File: config.mk
export PLATFORM = sky130hd
export DESIGN_NAME = coin_dispenser
export DESIGN_NICKNAME = d
export VERILOG_FILES = /design/src/rtl/coin_pkg.sv /design/src/rtl/inv_counter.sv /design/src/rtl/coin_dispenser.sv
export SDC_FILE = /design/constraint.sdc
export NUM_CORES = 1
export LEC_CHECK = 0
export CAP_MARGIN = 20
export CORE_ASPECT_RATIO = 0.7
export CORE_UTILIZATION = 49
export CTS_CLUSTER_DIAMETER = 200
export DETAILED_ROUTE_END_ITERATION = 8
export PLACE_DENSITY = 0.8
export SLEW_MARGIN = 20
export SYNTH_ARGS = -nofsm -noshare
export SYNTH_HDL_FRONTEND = slang
export SYNTH_SLANG_ARGS = --single-unit
File: constraint.sdc
create_clock -name clk -period 3.8 [get_ports clk]
set_input_delay 0.76 -clock clk [delete_from_list [all_inputs] [get_ports clk]]
set_output_delay 0.76 -clock clk [all_outputs]
set_load 0.05 [all_outputs]
File: src/rtl/coin_pkg.sv
// coin_pkg: shared coin encodings, dispenser state type and coin selection rule
// Used by coin_dispenser and vending_fsm; no ports.
package coin_pkg;
    typedef enum logic [2:0] {IDLE, CHECK, OFFER, GAP, DONE, FAULT} state_t;
    localparam logic [1:0] COIN_NONE = 2'd0;
    localparam logic [1:0] COIN_ONE  = 2'd1;
    localparam logic [1:0] COIN_TWO  = 2'd2;
    function automatic logic [1:0] pick_coin(input logic [3:0] rem, input logic [3:0] inv2);
        return (rem >= 4'd2 && inv2 != 4'd0) ? COIN_TWO : COIN_ONE;
    endfunction
endpackage

File: src/rtl/inv_counter.sv
// inv_counter: 4-bit saturating up/down inventory counter
// Ports: clk, rst (sync, active-high, loads INIT), inc_i / dec_i (one step each,
// both together hold the count), cnt_o (current count).
module inv_counter #(
    parameter int INIT = 4
) (
    input  logic       clk,
    input  logic       rst,
    input  logic       inc_i,
    input  logic       dec_i,
    output logic [3:0] cnt_o
);
    always_ff @(posedge clk) begin
        if (rst)
            cnt_o <= 4'(INIT);
        else if (inc_i && !dec_i && cnt_o != 4'hf)
            cnt_o <= cnt_o + 4'd1;
        else if (dec_i && !inc_i && cnt_o != 4'h0)
            cnt_o <= cnt_o - 4'd1;
    end
endmodule

File: src/rtl/coin_dispenser.sv
// coin_dispenser: pays out change in unit/double coins from a refillable inventory
// Ports: clk, rst (sync, active-high); req_valid/req_amount/req_ready request handshake;
// coin_out/coin_valid/coin_ack coin offer handshake; refill1/refill2 inventory top-up;
// done/short completion pulse, fault ack-timeout level; inv1/inv2 inventory counts.
module coin_dispenser
    import coin_pkg::*;
#(
    parameter int ACK_TIMEOUT = 8,
    parameter int INIT_INV    = 4
) (
    input  logic       clk,
    input  logic       rst,
    input  logic       req_valid,
    input  logic [3:0] req_amount,
    output logic       req_ready,
    output logic [1:0] coin_out,
    output logic       coin_valid,
    input  logic       coin_ack,
    input  logic       refill1,
    input  logic       refill2,
    output logic       done,
    output logic       short,
    output logic       fault,
    output logic [3:0] inv1,
    output logic [3:0] inv2
);
    localparam int TW = $clog2(ACK_TIMEOUT + 1);

    state_t          state_q, state_d;
    logic [3:0]      rem_q, rem_d;
    logic [TW-1:0]   to_q, to_d;
    logic [1:0]      coin_q, coin_d;
    logic            short_q, short_d;
    logic [3:0]      n2;
    logic [4:0]      need;
    logic            acked;

    assign acked = state_q == OFFER && coin_ack;
    // Greedy plan: as many double coins as stock allows, the rest in unit coins.
    assign n2    = inv2 < {1'b0, rem_q[3:1]} ? inv2 : {1'b0, rem_q[3:1]};
    assign need  = {1'b0, rem_q} - {n2, 1'b0};

    inv_counter #(.INIT(INIT_INV)) u_inv1 (
        .clk   (clk),
        .rst   (rst),
        .inc_i (refill1),
        .dec_i (acked && coin_q == COIN_ONE),
        .cnt_o (inv1)
    );

    inv_counter #(.INIT(INIT_INV)) u_inv2 (
        .clk   (clk),
        .rst   (rst),
        .inc_i (refill2),
        .dec_i (acked && coin_q == COIN_TWO),
        .cnt_o (inv2)
    );

    always_comb begin
        state_d = state_q;
        rem_d   = rem_q;
        to_d    = to_q;
        coin_d  = coin_q;
        short_d = short_q;
        case (state_q)
            IDLE: if (req_valid) begin
                state_d = CHECK;
                rem_d   = req_amount;
                short_d = 1'b0;
            end
            CHECK: begin
                short_d = rem_q != 4'd0 && need > {1'b0, inv1};
                state_d = (rem_q == 4'd0 || short_d) ? DONE : OFFER;
                to_d    = '0;
                coin_d  = pick_coin(rem_q, inv2);
            end
            OFFER: if (coin_ack) begin
                rem_d   = rem_q - (coin_q == COIN_TWO ? 4'd2 : 4'd1);
                state_d = rem_d == 4'd0 ? DONE : GAP;
            end else if (to_q == TW'(ACK_TIMEOUT - 1)) begin
                state_d = FAULT;
            end else begin
                to_d = to_q + 1'b1;
            end
            // The coin is chosen once per offer so coin_out cannot move while valid.
            GAP: begin
                state_d = OFFER;
                to_d    = '0;
                coin_d  = pick_coin(rem_q, inv2);
            end
            DONE:    state_d = IDLE;
            default: state_d = FAULT;
        endcase
    end

    always_ff @(posedge clk) begin
        if (rst) begin
            state_q    <= IDLE;
            rem_q      <= '0;
            to_q       <= '0;
            coin_q     <= COIN_NONE;
            short_q    <= 1'b0;
            req_ready  <= 1'b1;
            coin_valid <= 1'b0;
            coin_out   <= COIN_NONE;
            done       <= 1'b0;
            short      <= 1'b0;
            fault      <= 1'b0;
        end else begin
            state_q    <= state_d;
            rem_q      <= rem_d;
            to_q       <= to_d;
            coin_q     <= coin_d;
            short_q    <= short_d;
            req_ready  <= state_d == IDLE;
            coin_valid <= state_d == OFFER;
            coin_out   <= state_d == OFFER ? coin_d : COIN_NONE;
            done       <= state_d == DONE;
            short      <= state_d == DONE && short_d;
            fault      <= state_d == FAULT;
        end
    end
endmodule
* After elaboration in Yosys (flattened, before gate mapping) *
Index checks and enable logic that the tools add are counted.

operators by class
  add/sub/neg operators = 7
  order comparisons = 3
  equality and inequality tests = 16
  multiplexer cells = 22
  bitwise gates (word level) = 1
  reduce and logical (&&, ||, !) cells = 34

operators with widths
  cell                   count
  $mux W4                9
  $pmux W4 S2            2
  $mux W3                5
  $pmux W3 S5            1
  $logic_and A1 B1 Y1    14
  $add A4 B1 Y4 const B  3
  $reduce_bool A4 Y1     3
  $eq A3 B2 Y1 const B   3
  $eq A3 B3 Y1 const B   3
  $logic_not A4 Y1       2
  $ne A2 B2 Y1 const B   4
  $ne A4 B4 Y1 const B   2
  $reduce_bool A2 Y1     4
  $sub A4 B1 Y4 const B  2
  $logic_not A3 Y1       2
  $mux W2                3
  $reduce_and A3 Y1      2
  $gt A5 B4 Y1           1
  $sub A4 B5 Y5          1
  $eq A4 B3 Y1 const B   1
  $ge A4 B2 Y1 const B   1
  $logic_not A1 Y1       4
  $lt A4 B3 Y1           1
  $reduce_or A2 Y1       2
  8 further kinds        8

storage, ports and cells
  flip-flop bits (word level) = 29
  output and inout bits = 15
  word-level logic and storage cells = 96

* Depth between registers and ports, before layout *
Gate-level depths: netlist of run 1.

  depth in word-level cells = 11
  depth in mapped cells = 16

* Modules after synthesis *
A second synthesis of run 1 with hierarchy kept.

unflattened totals
  cell total of the unflattened synthesis = 216
  area total of the unflattened synthesis = 1,943.1 µm²

modules (own cells, without submodules)
  module          times used  cells an instance  area each (µm²)  sequential area each (µm²)
  coin_dispenser  1           160                1,372.6          420.4
  inv_counter     2           28                 285.3            80.1

* Least setup slack after synthesis of run 1 *
Ideal clock, no wire load.

  path kind = reg2reg
  start = register u_inv2.cnt_o[1]
  end = register coin_out[0]
  library setup time = 0.096 ns
  data arrival time = 3.841 ns
  data required time = 3.704 ns
  setup slack = -0.137 ns
  stages on the path, launching flop included = 15
  period minus slack after synthesis = 3.937 ns
  cell sequence = dfxtp_1 -> ha_1 -> o21ai_0 -> nand2b_1 -> a211o_1 -> mux2_2 -> ha_1 -> fa_1 -> inv_1 -> ha_1 -> a211oi_1 -> a211oi_1 -> a21o_1 -> o32a_1 -> nor4b_1

on the way
  longest elaborated chain between the ends = 11
  elaborated cells between the ends (all ways) = 15
  those cells by class = add/sub: 1; order compare: 2; eq/ne: 1; mux: 5; bitwise: 1; reduce/logical: 5

RTL lines
  item                        RTL line               RTL
  start: declaration          inv_counter.sv:11      output logic [3:0] cnt_o
  start signal: assignment    inv_counter.sv:15      cnt_o <= 4'(INIT);
  start signal: assignment    inv_counter.sv:17      cnt_o <= cnt_o + 4'd1;
  start signal: assignment    inv_counter.sv:19      cnt_o <= cnt_o - 4'd1;
  $lt A4 B3 Y1                coin_dispenser.sv:40   assign n2 = inv2 < {1'b0, rem_q[3:1]} ? inv2 : {1'b0, rem_q[3:1]};
  $mux W4                     coin_dispenser.sv:40
  $sub A4 B5 Y5               coin_dispenser.sv:41   assign need = {1'b0, rem_q} - {n2, 1'b0};
  $gt A5 B4 Y1                coin_dispenser.sv:72   short_d = rem_q != 4'd0 && need > {1'b0, inv1};
  $logic_and A1 B1 Y1         coin_dispenser.sv:72
  $logic_or A1 B1 Y1          coin_dispenser.sv:73   state_d = (rem_q == 4'd0 || short_d) ? DONE : OFFER;
  $mux W3                     coin_dispenser.sv:73
  $pmux W3 S5                 coin_dispenser.sv:65   case (state_q)
  $eq A3 B2 Y1                coin_dispenser.sv:117  coin_out <= state_d == OFFER ? coin_d : COIN_NONE;
  $not A1 Y1 (no line)        -
  $reduce_or A2 Y1 (no line)  -
  end signal: assignment      coin_dispenser.sv:117
  end: declaration            coin_dispenser.sv:16   output logic [1:0] coin_out,

Several ways; a longest one is shown, not always the timed one.
A chain may end at the register's enable or synchronous reset.

* Final worst setup path of run 1 *
  start = register rem_q[2]
  end = register coin_out[0]

on the way
  longest elaborated chain between the ends = 11
  elaborated cells between the ends (all ways) = 21
  those cells by class = add/sub: 2; order compare: 3; eq/ne: 1; mux: 7; bitwise: 1; reduce/logical: 7

RTL lines
  item                        RTL line               RTL
  start: declaration          coin_dispenser.sv:30   logic [3:0] rem_q, rem_d;
  start signal: assignment    coin_dispenser.sv:111  rem_q <= rem_d;
  $lt A4 B3 Y1                coin_dispenser.sv:40
  $mux W4                     coin_dispenser.sv:40
  $sub A4 B5 Y5               coin_dispenser.sv:41
  $gt A5 B4 Y1                coin_dispenser.sv:72
  $logic_and A1 B1 Y1         coin_dispenser.sv:72
  $logic_or A1 B1 Y1          coin_dispenser.sv:73
  $mux W3                     coin_dispenser.sv:73
  $pmux W3 S5                 coin_dispenser.sv:65
  $eq A3 B2 Y1                coin_dispenser.sv:117
  $not A1 Y1 (no line)        -
  $reduce_or A2 Y1 (no line)  -

Several ways; a longest one is shown, not always the timed one.

==> results.yml, run 1 <==
power_and_ir_drop:
  power.internal_mw: 0.842
  netSwitchingPower_mw: 0.683
  pwr-share-comb: 0.549
  seq_power_share: 0.283
  ir_worst_vdd_mv: 0.364
  p_total_mw: 1.53
  power-per-cell-area_nw_per_um2: 666
  power_leakage_nw: 0.982
  switching_share_of_power: 0.448
  power.clock.fraction: 0.168
timing:
  period_minus_slack_ps: 3660
  setup-violations-final: 0
  slew_violations: 0
  highest_clock_frequency_the_design_can_meet_mhz: 273
  post-route-worst-setup-slack_ps: 138
  tightest_slew_ps: 1010
  fin_worst_hold_slack_ps: 499
  relSlewSlack: 0.313
  timing_hold_violations_final: 0
  period_utilisation_layout: 0.964
  clock_skew_ps: 5.11
cts:
  worst_setup_hold_path_clk_slew_ps: 70
  cts_made_buffers: 5
  clock_path_buffers: 2
  clk_latency_ps: 290
  cts_tree: "done"
  htree_levels: 2
  post_cts_hold_buffers: 0
  ctsRootBufferMaster: "sky130_fd_sc_hd__clkbuf_8"
  cts_num_sinks: 29
layout:
  flip_flop_and_latch_area_um2: 583
  fillCellCount: 339
  syn2layout_area_growth_pct: 24.0
  diode_insertion_count_for_antenna_repair: 0
  final_util: 0.643
  drive_above_1_share: 0.107
  area_occupied_by_multi_input_gates_um2: 1190
  nNetsFinal: 271
  layout.cells.non_filler: 292
hold_path:
  hold_path_class: "reg2reg"
yosys:
  synth.net_count: 238
  dominant_register_cell_in_the_synthesized_netlist: "sky130_fd_sc_hd__dfxtp_1"
  synth.ff_latch_count: 29
  seq_area_frac_synth: 0.314
  netlist.top_cell.by_area: "sky130_fd_sc_hd__dfxtp_1"
  synth_edf_count: 0
  post_synth_inst_count: 208
  yosys_top_cell_area_share: 0.314
  yosysWarningCount: 0
  synth_area_per_cell_um2: 8.88
  synth.lib_cells_used.distinct: 46
  synth_area_leaders: "sky130_fd_sc_hd__dfxtp_1, sky130_fd_sc_hd__ha_1, sky130_fd_sc_hd__mux2i_1"
  mappedNetlistArea_um2: 1850
  postSynth.asyncResetShare: 0
global_route:
  antenna_found_initial: 0
  grt_first_pass_wirelength_um: 7100
  overflow: 0
  grt_max_degree: 19
  first_global_vias: 1536
  grt.total_usage: 0.244
floorplanning:
  dieArea_um2: 4020
  initial_utilization: 0.519
  die_w_um: 75.4
  die_height_um: 53.4
  std_cell_rows: 18
  ios: 25
  design.core.area_um2: 3560
routing:
  detailroute.via_count: 1640
  drt_iter0_drc: 59
  drt-wirelength-per-cell_um: 15.1
  pre_antenna_drt_iters: 4
  drc: 0
  routed_wl_um: 4410
  viasPerCell: 5.62
  route.antenna.remaining_nets: 0
critical_path:
  critPathArrivalTime_ps: 3860
  critPathLaunchType: "register"
  critical_path.slowest_cell: "sky130_fd_sc_hd__fa_1"
  timing.setup.critical_path_class: "reg2reg"
  max_stage_delay_ps: 490
  critical_path.endpoint_type: "register"
  crit_chain: "inv_1, ha_1, o21ai_0, nand2b_1, a211o_1, mux2_2, ha_1, fa_1, inv_1, ha_1, a211oi_2, a211oi_2, a21o_1, o32a_1, nor4b_2"
  required_worst_endpoint_ps: 4000
  crit_path_frequent_cell: "sky130_fd_sc_hd__ha_1"
  crit_path_max_fanout: 4
placed_design:
  gp_routability_congestion: 0.917
  place_hpwl_um: 3140
  pre_cts_ws_ps: 102
  numPortBuffers: 24
  placedCellCount: 283
status:
  outcome: "finished clean"
flow_run:
  max_cap_violations: 0
[power groups by stage]
stage          sequential [mW]  combinational (mW)  clock (mW)
4_1_cts                  0.428               0.780       0.258
5_1_grt                  0.440               0.925       0.268
3_3_place_gp             0.433               0.757           0
3_5_place_dp             0.434               0.772           0
6_report                 0.431               0.838       0.256
2_1_floorplan            0.498               0.509           0
[state kept, by name (all words and copies together) (netlist names)]
name / cells
coin_out: 2
rem_q: 4
req_ready: 1
u_inv1.cnt_o: 4
coin_valid: 1
u_inv2.cnt_o: 4
state_q: 3
done: 1
fault: 1
short: 1
short_q: 1
to_q: 4
coin_q: 2
[path summary, 6_finish.rpt]
| path | startpoint | endpoint | slack, ps | cells after the start |
|---|---|---|---|---|
| max | rem_q[2] | coin_out[0] | 140 | 15 |
| min | to_q[1] | to_q[1] | 500 | 2 |
| max reg2reg | rem_q[2] | coin_out[0] | 140 | 15 |
| min reg2reg | to_q[1] | to_q[1] | 500 | 2 |
[per-stage QoR]
| step | area, µm² | setup TNS, ps |
|---|---|---|
| final | 2290 | 0 |
| after global routing | 2290 | -129 |
| after CTS | 2260 | 0 |
| after detailed placement | 2180 | 0 |
| after global placement | 2180 | 0 |
| after floorplan | 1850 | 0 |
[cell families after synthesis]
| kind of cell | count (synthesis) | share of synthesized area |
|---|---|---|
| buffers and inverters | 23 | 0.0528 |
| AO/OA/AOI/OAI | 43 | 0.165 |
| multiplexers | 11 | 0.0610 |
| AND/OR/NAND/NOR | 72 | 0.208 |
| adder cells (fa/ha/maj) | 20 | 0.152 |
| XOR/XNOR | 10 | 0.0474 |
| flip-flops | 29 | 0.314 |
[synth_stat cells (2+ instances only)]
| cell type | number |
|---|---|
| sky130_fd_sc_hd__nor3_1 | 7 |
| sky130_fd_sc_hd__o31a_1 | 3 |
| sky130_fd_sc_hd__fa_1 | 4 |
| sky130_fd_sc_hd__dfxtp_1 | 29 |
| sky130_fd_sc_hd__nand2b_1 | 4 |
| sky130_fd_sc_hd__a211oi_1 | 4 |
| sky130_fd_sc_hd__o211ai_1 | 2 |
| sky130_fd_sc_hd__nand3_1 | 2 |
| sky130_fd_sc_hd__xor2_1 | 5 |
| sky130_fd_sc_hd__a21o_1 | 3 |
| sky130_fd_sc_hd__o211a_1 | 3 |
| sky130_fd_sc_hd__nand3b_1 | 5 |
| sky130_fd_sc_hd__buf_2 | 3 |
| sky130_fd_sc_hd__and2_1 | 2 |
| sky130_fd_sc_hd__a21oi_1 | 8 |
| sky130_fd_sc_hd__clkbuf_1 | 3 |
| sky130_fd_sc_hd__inv_1 | 15 |
| sky130_fd_sc_hd__ha_1 | 16 |
| sky130_fd_sc_hd__o21ai_0 | 10 |
| sky130_fd_sc_hd__nand4_1 | 3 |
| sky130_fd_sc_hd__nor2_1 | 21 |
| sky130_fd_sc_hd__nand2_1 | 10 |
| sky130_fd_sc_hd__a22oi_1 | 2 |
| sky130_fd_sc_hd__nor4_1 | 8 |
| sky130_fd_sc_hd__nor3b_1 | 2 |
| sky130_fd_sc_hd__mux2_2 | 2 |
| sky130_fd_sc_hd__xnor2_1 | 5 |
| sky130_fd_sc_hd__mux2i_1 | 9 |
[timing repair]
item / CTS / global route
setup buffers: 0 / 1
setup endpoints to repair: 0 / 8
resized for setup: 0 / 5
[cell type report]
cell class,count,area share
Inverter,15,0.0246
Tap cell,50,0.0273
Sequential cell,29,0.255
Multi-Input combinational cell,156,0.518
Clock inverter,3,0.00765
Timing Repair Buffer,34,0.138
Clock buffer,5,0.0301
[routing by layer]
metal,part of all wire,wire length (µm),vias up,track usage
met5,0,0,-,0
met4,0.010,46,0,0.0648
met3,0.075,329,6,0.0914
met2,0.43,1900,46,0.354
met1,0.48,2130,770,0.335
li1,-,-,818,-
[critical path, delay by kind of cell, from the launching register on]
kind / cells / cell delay [ps]
compound gates: 6 / 1260
simple gates: 2 / 320
fa+ha+maj: 4 / 1270
mux: 1 / 280
flops: 1 / 330
buf+inv: 2 / 110
[cells in the final DEF, fill, tap and decap left out, types with 2 or more instances in the layout]
master / netlist / routed
sky130_fd_sc_hd__nor2_1: 21 / 21
sky130_fd_sc_hd__mux2i_1: 9 / 9
sky130_fd_sc_hd__clkinv_2: 0 / 2
sky130_fd_sc_hd__a21oi_1: 8 / 8
sky130_fd_sc_hd__xor2_1: 5 / 5
sky130_fd_sc_hd__nand3_1: 2 / 2
sky130_fd_sc_hd__nor3b_1: 2 / 2
sky130_fd_sc_hd__inv_1: 15 / 15
sky130_fd_sc_hd__clkdlybuf4s50_1: 0 / 24
sky130_fd_sc_hd__buf_4: 0 / 10
sky130_fd_sc_hd__clkbuf_8: 0 / 5
sky130_fd_sc_hd__nor3_1: 7 / 7
sky130_fd_sc_hd__a22oi_1: 2 / 2
sky130_fd_sc_hd__nand3b_1: 5 / 5
sky130_fd_sc_hd__o211a_1: 3 / 3
sky130_fd_sc_hd__mux2_2: 2 / 2
sky130_fd_sc_hd__o21ai_0: 10 / 10
sky130_fd_sc_hd__fa_1: 4 / 4
sky130_fd_sc_hd__a21o_1: 3 / 3
sky130_fd_sc_hd__ha_1: 16 / 16
sky130_fd_sc_hd__nand4_1: 3 / 3
sky130_fd_sc_hd__a211oi_1: 4 / 2
sky130_fd_sc_hd__nor4_1: 8 / 8
sky130_fd_sc_hd__o211ai_1: 2 / 2
sky130_fd_sc_hd__a211oi_2: 0 / 2
sky130_fd_sc_hd__dfxtp_1: 29 / 27
sky130_fd_sc_hd__xnor2_1: 5 / 5
sky130_fd_sc_hd__and2_1: 2 / 2
sky130_fd_sc_hd__nand2b_1: 4 / 4
sky130_fd_sc_hd__dfxtp_2: 0 / 2
sky130_fd_sc_hd__nand2_1: 10 / 10
sky130_fd_sc_hd__o31a_1: 3 / 3
Power figures use the tool's default switching activity.
==> run 2, diff against run 1 <==
Settings changed: CAP_MARGIN 20 to 10.
==> results of run 2 <==
Final layout, timing and power as in run 1 (identical DEF).
